===== src/rtl/pipelined_cla_subtractor_pkg.sv =====
// Shared widths and pipeline register layouts for the borrow-lookahead subtractor.
package pipelined_cla_subtractor_pkg;
  localparam int WIDTH   = 16;
  localparam int GROUP   = 4;
  localparam int NGROUPS = 4;

  typedef struct packed {
    logic [WIDTH-1:0]   a;
    logic [WIDTH-1:0]   b;
    logic               bin;
    logic [WIDTH-1:0]   g;
    logic [WIDTH-1:0]   p;
    logic [NGROUPS-1:0] g_star;
    logic [NGROUPS-1:0] p_star;
  } s1_t;

  typedef struct packed {
    logic [WIDTH-1:0] d;
    logic             bout;
    logic             v;
  } s2_t;
endpackage


===== src/rtl/pipelined_cla_subtractor_block_borrow_lookahead_unit.sv =====
// Four-wide borrow lookahead: group generate/propagate and the three internal borrows.
module block_borrow_lookahead_unit
  import pipelined_cla_subtractor_pkg::*;
(
  input  logic [GROUP-1:0] g,
  input  logic [GROUP-1:0] p,
  input  logic             bin,
  output logic             g_star,
  output logic             p_star,
  output logic [3:1]       b
);
  always_comb begin
    b[1]   = g[0] | (p[0] & bin);
    b[2]   = g[1] | (p[1] & g[0]) | (p[1] & p[0] & bin);
    b[3]   = g[2] | (p[2] & g[1]) | (p[2] & p[1] & g[0]) | (p[2] & p[1] & p[0] & bin);
    g_star = g[3] | (g[2] & p[3]) | (g[1] & p[2] & p[3]) | (g[0] & p[1] & p[2] & p[3]);
    p_star = &p;
  end
endmodule


===== src/rtl/pipelined_cla_subtractor.sv =====
// Two-stage 16-bit subtractor D = A - B - Bin with valid/ready on both sides.
module pipelined_cla_subtractor
  import pipelined_cla_subtractor_pkg::*;
(
  input  logic             Clk,
  input  logic             Rst_n,
  input  logic [WIDTH-1:0] A,
  input  logic [WIDTH-1:0] B,
  input  logic             Bin,
  input  logic             in_valid,
  output logic             in_ready,
  output logic [WIDTH-1:0] D,
  output logic             Bout,
  output logic             V,
  output logic             out_valid,
  input  logic             out_ready
);
  s1_t  s1_q, s1_d;
  s2_t  s2_q, s2_d;
  logic s1_valid_q, s1_valid_d;
  logic s2_valid_q, s2_valid_d;
  logic s2_take;

  logic [WIDTH-1:0]           g_bit, p_bit;
  logic [NGROUPS-1:0]         g_star_s1, p_star_s1;
  logic [3*NGROUPS-1:0]       s1_b_unused;
  logic                       grp_g, grp_p;
  logic [3:1]                 grp_b;
  logic [NGROUPS-1:0]         grp_bin;
  logic [3*NGROUPS-1:0]       s2_bb;
  logic [NGROUPS-1:0]         s2_gs_unused, s2_ps_unused;
  logic [WIDTH-1:0]           bor;
  logic [WIDTH-1:0]           diff;

  assign s2_take   = ~s2_valid_q | out_ready;
  assign in_ready  = ~s1_valid_q | s2_take;
  assign out_valid = s2_valid_q;
  assign D         = s2_q.d;
  assign Bout      = s2_q.bout;
  assign V         = s2_q.v;

  assign g_bit = ~A & B;
  assign p_bit = ~(A ^ B);

  // Stage 1 only needs group G*/P*; the in-group borrows are rebuilt in stage 2.
  for (genvar j = 0; j < NGROUPS; j++) begin : g_s1_grp
    block_borrow_lookahead_unit u_bblu (
      .g      (g_bit[j*GROUP +: GROUP]),
      .p      (p_bit[j*GROUP +: GROUP]),
      .bin    (1'b0),
      .g_star (g_star_s1[j]),
      .p_star (p_star_s1[j]),
      .b      (s1_b_unused[j*3 +: 3])
    );
  end

  always_comb begin
    s1_d       = s1_q;
    s1_valid_d = s1_valid_q;
    if (in_ready) begin
      s1_valid_d    = in_valid;
      s1_d.a        = A;
      s1_d.b        = B;
      s1_d.bin      = Bin;
      s1_d.g        = g_bit;
      s1_d.p        = p_bit;
      s1_d.g_star   = g_star_s1;
      s1_d.p_star   = p_star_s1;
    end
  end

  block_borrow_lookahead_unit u_bblu_top (
    .g      (s1_q.g_star),
    .p      (s1_q.p_star),
    .bin    (s1_q.bin),
    .g_star (grp_g),
    .p_star (grp_p),
    .b      (grp_b)
  );

  assign grp_bin = {grp_b, s1_q.bin};

  for (genvar j = 0; j < NGROUPS; j++) begin : g_s2_bit
    block_borrow_lookahead_unit u_bblu (
      .g      (s1_q.g[j*GROUP +: GROUP]),
      .p      (s1_q.p[j*GROUP +: GROUP]),
      .bin    (grp_bin[j]),
      .g_star (s2_gs_unused[j]),
      .p_star (s2_ps_unused[j]),
      .b      (s2_bb[j*3 +: 3])
    );
  end

  always_comb begin
    bor = '0;
    for (int j = 0; j < NGROUPS; j++) begin
      bor[j*GROUP]              = grp_bin[j];
      bor[j*GROUP+1 +: GROUP-1] = s2_bb[j*(GROUP-1) +: GROUP-1];
    end
    diff = s1_q.a ^ s1_q.b ^ bor;
  end

  always_comb begin
    s2_d       = s2_q;
    s2_valid_d = s2_valid_q;
    if (s2_take) begin
      s2_valid_d = s1_valid_q;
      s2_d.d     = diff;
      s2_d.bout  = grp_g | (grp_p & s1_q.bin);
      s2_d.v     = (s1_q.a[WIDTH-1] ^ s1_q.b[WIDTH-1]) & (diff[WIDTH-1] ^ s1_q.a[WIDTH-1]);
    end
  end

  always_ff @(posedge Clk or negedge Rst_n) begin
    if (!Rst_n) begin
      s1_q       <= '0;
      s1_valid_q <= 1'b0;
      s2_q       <= '0;
      s2_valid_q <= 1'b0;
    end else begin
      s1_q       <= s1_d;
      s1_valid_q <= s1_valid_d;
      s2_q       <= s2_d;
      s2_valid_q <= s2_valid_d;
    end
  end
endmodule


===== config.mk =====
export PLATFORM = sky130hd
export DESIGN_NAME = pipelined_cla_subtractor
export DESIGN_NICKNAME = d
export VERILOG_FILES = /design/src/rtl/pipelined_cla_subtractor_pkg.sv /design/src/rtl/pipelined_cla_subtractor_block_borrow_lookahead_unit.sv /design/src/rtl/pipelined_cla_subtractor.sv
export SDC_FILE = /design/constraint.sdc
export NUM_CORES = 1
export LEC_CHECK = 0
export ABC_AREA = 1
export BUFFER_PORTS_ARGS = -buffer_cell sky130_fd_sc_hd__buf_2
export CAP_MARGIN = 20
export CELL_PAD_IN_SITES_DETAIL_PLACEMENT = 1
export CELL_PAD_IN_SITES_GLOBAL_PLACEMENT = 1
export CORE_MARGIN = 10
export CORE_UTILIZATION = 39
export DETAILED_ROUTE_END_ITERATION = 7
export GPL_ROUTABILITY_DRIVEN = 0
export PLACE_DENSITY_LB_ADDON = 0.12
export RECOVER_POWER = 50
export SKIP_CTS_REPAIR_TIMING = 1
export SYNTH_ARGS = -nofsm -noshare
export SYNTH_HDL_FRONTEND = slang
export SYNTH_SLANG_ARGS = --single-unit

===== constraint.sdc =====
create_clock -name Clk -period 1.1 [get_ports Clk]
set_input_delay 0.11 -clock Clk [delete_from_list [all_inputs] [get_ports Clk]]
set_output_delay 0.11 -clock Clk [all_outputs]
set_load 0.01 [all_outputs]

==> results.toml <==
[clocking]
clk_path_buf_depth = 2
h-tree-depth = 3
clock_sinks = 85
clkLatencyLatePin_ns = 0.38
cts_buffers = 9
root_buffer = "clkbuf_8"
cts_tree = "done"
path_clk_slew_ns = 0.09

[floorplanning]
coreArea_um2 = 10300
num_io_pins = 57
die-area_um2 = 15000
initial_core_util_pct = 39.7
chipHeight_um = 122
num_rows = 37
die_width_um = 122

[timing]
worstMarginPinSlew_ns = 0.448
finalHoldViolCount = 0
rsz0062_at_grt = "yes"
finalCriticalPeriod_ns = 1.47
fin_crit_sh_pct = 134
layout_setup_ws_ns = -0.374
maxSlewViolCount = 0
fin_skew_ns = 0.00750
setup_violations = 81
slew_headroom_pct = 70.2
fmax_ghz = 0.679

[route]
drt_iter0_markers = 166
routedWlPerCell_um = 17.4
vias = 3679
wl_um = 12900
dr.pass1.iters = 4
ant_nets = 0
post-route-drc-count = 0
routed_via_density = 4.96

[setup_path]
cp_top_family = "buffers and inverters"
cp.required_ns = 0.99
crit_path_frequent_cell = "inv_4"
critPathKind = "reg -> out"
start_kind = "flop"
critical_path.slowest_cell = "dfrtp_1"
cp-end-kind = "output pin"
worstPathArrival_ns = 1.36
path_cells = "inv_2, nor2_4, inv_4, nor2_8, inv_4, buf_8, buf_6"
critPathMaxStageDelay_ns = 0.37
worst-path-max-fanout = 6
crit_buf_inv = 5

[logic_synthesis]
synth_nets = 538
synthArstFlopShare_pct = 100
yosys_register_bits = 85
ys_seq_area_share_pct = 52.1
synth_warnings = 0
synth_edf_count = 0
synth_cells = 485
ys_types = 25
syn_avg_cell_area_um2 = 8.42
yosys_most_used_dff = "dfrtp_1"
netlist_area_um2 = 4080

[layout]
finalNonFillerCells = 742
layout.nets = 654
drive_gt1_share_pct = 27.9
diodes = 0
area_growth_syn_to_layout_pct = 37.3

[pwr]
power.total_mw = 8.82
p_leak_nw = 2.84
ir_worst_vdd_uv = 600
cellPowerDensity_nw_per_um2 = 1570

[status]
violations = "negative setup slack"
status = "finished with violations"

[job]
drv_cap = 0

[placed_design]
hpwl_um = 7790
preCtsSetupSlack_ns = -0.194
io_buffers = 56
dp_cells = 689

[global_route]
antenna_found_initial = 0
grt_first_pass_wirelength_um = 17700
first_global_vias = 3683
grt_util_all_layers_pct = 14.8
grt_max_degree = 35
grt_overflow_total = 0

[min_path]
hold_path_class = "in -> reg"
## metal layers
metal / GRT usage, % / routed length (um) / vias to the layer above
met1: 18.6 / 5630 / 1850
met4: 5.45 / 130 / 0
met5: 0 / 0 / -
li1: - / - / 1770
met2: 24.5 / 6670 / 48
met3: 3.58 / 441 / 11
## synthesized netlist by cell type (6+ instances only)
library cell    n  area (um2)
xor2_1          7        61.3
ha_1           16         200
a21oi_1        15        75.1
clkbuf_1        6        22.5
o21ai_1         6        30.0
nor2_1         13        48.8
nand2_1       169         634
nand3_1        29         145
xnor2_1        16         140
buf_2           8        40.0
o21ai_0        44         220
dfrtp_1        85        2130
inv_1          50         188
## final timing paths
path,from,end,slack [ns],cells after the start
min in group asynchronous,Rst_n,D[5],0.20,2
max,out_valid,in_ready,-0.37,7
max in group asynchronous,Rst_n,s1_q[37],0.17,3
min,A[9],s1_q[66],0.02,3
max reg2reg,out_valid,s1_valid_q,-0.37,8
min reg2reg,D[10],D[10],0.49,2
## cell usage in the layout (no fill, tap or decap), drive strengths merged, types with 2 or more instances in the layout
cell type      n
dfrtp         85
xor2           7
clkbuf        20
buf           94
o21ai         50
dlygate4sd3   19
xnor2         16
nand3b         3
inv           52
nand2        169
bufinv         2
ha            16
a31oi          3
a21oi         15
nand3         29
nor2          15
nand4          5
## cells by family after synthesis
| family | synth area share [%] |
|---|---|
| AOI/OAI and AO/OA | 8.76 |
| DFF | 52.1 |
| adders and majority gates | 4.90 |
| and+or+nand+nor | 22.6 |
| xor gates and xnor gates | 4.93 |
| buffers and inverters | 6.68 |
## layout make-up
class                           count  area (um2)
Clock buffer                       12         135
Sequential cell                    85        2130
Tap cell                          136         170
Clock inverter                      4        72.6
Fill cell                        1234        4670
Multi-Input combinational cell    332        1880
Timing Repair Buffer              121        1020
Inverter                           52         200
## tightest hold or removal path: cells and delay by family
family                 cells  cell delay [ns]
AO/OA/AOI/OAI              1             0.09
buffers and inverters      2             0.15
## where the power goes
part	leakage, nW	switching (mW)	internal, mW
logic	1.71	1.35	1.09
clock network	0.101	1.18	1.28
registers	1.03	0.334	3.59
## per-stage QoR
step	util [%]	hold slack, ns	area, um2	TNS [ns]
after floorplan	-	-0.186	4100	-8.94
after global placement	46.1	0.00365	4730	-5.30
after detailed placement	46.1	0.00635	4730	-7.74
after CTS	48.1	-0.405	4940	-9.71
after global routing	54.5	0.0114	5610	-20.83
final	54.5	0.0208	5610	-13.87
## sequential cells by signal, indices dropped and copies added, names as in the netlist
name / flops
Bout: 1
D: 16
V: 1
bor: 1
out_valid: 1
s1_q: 64
s1_valid_q: 1
Power figures use the tool's default switching activity.
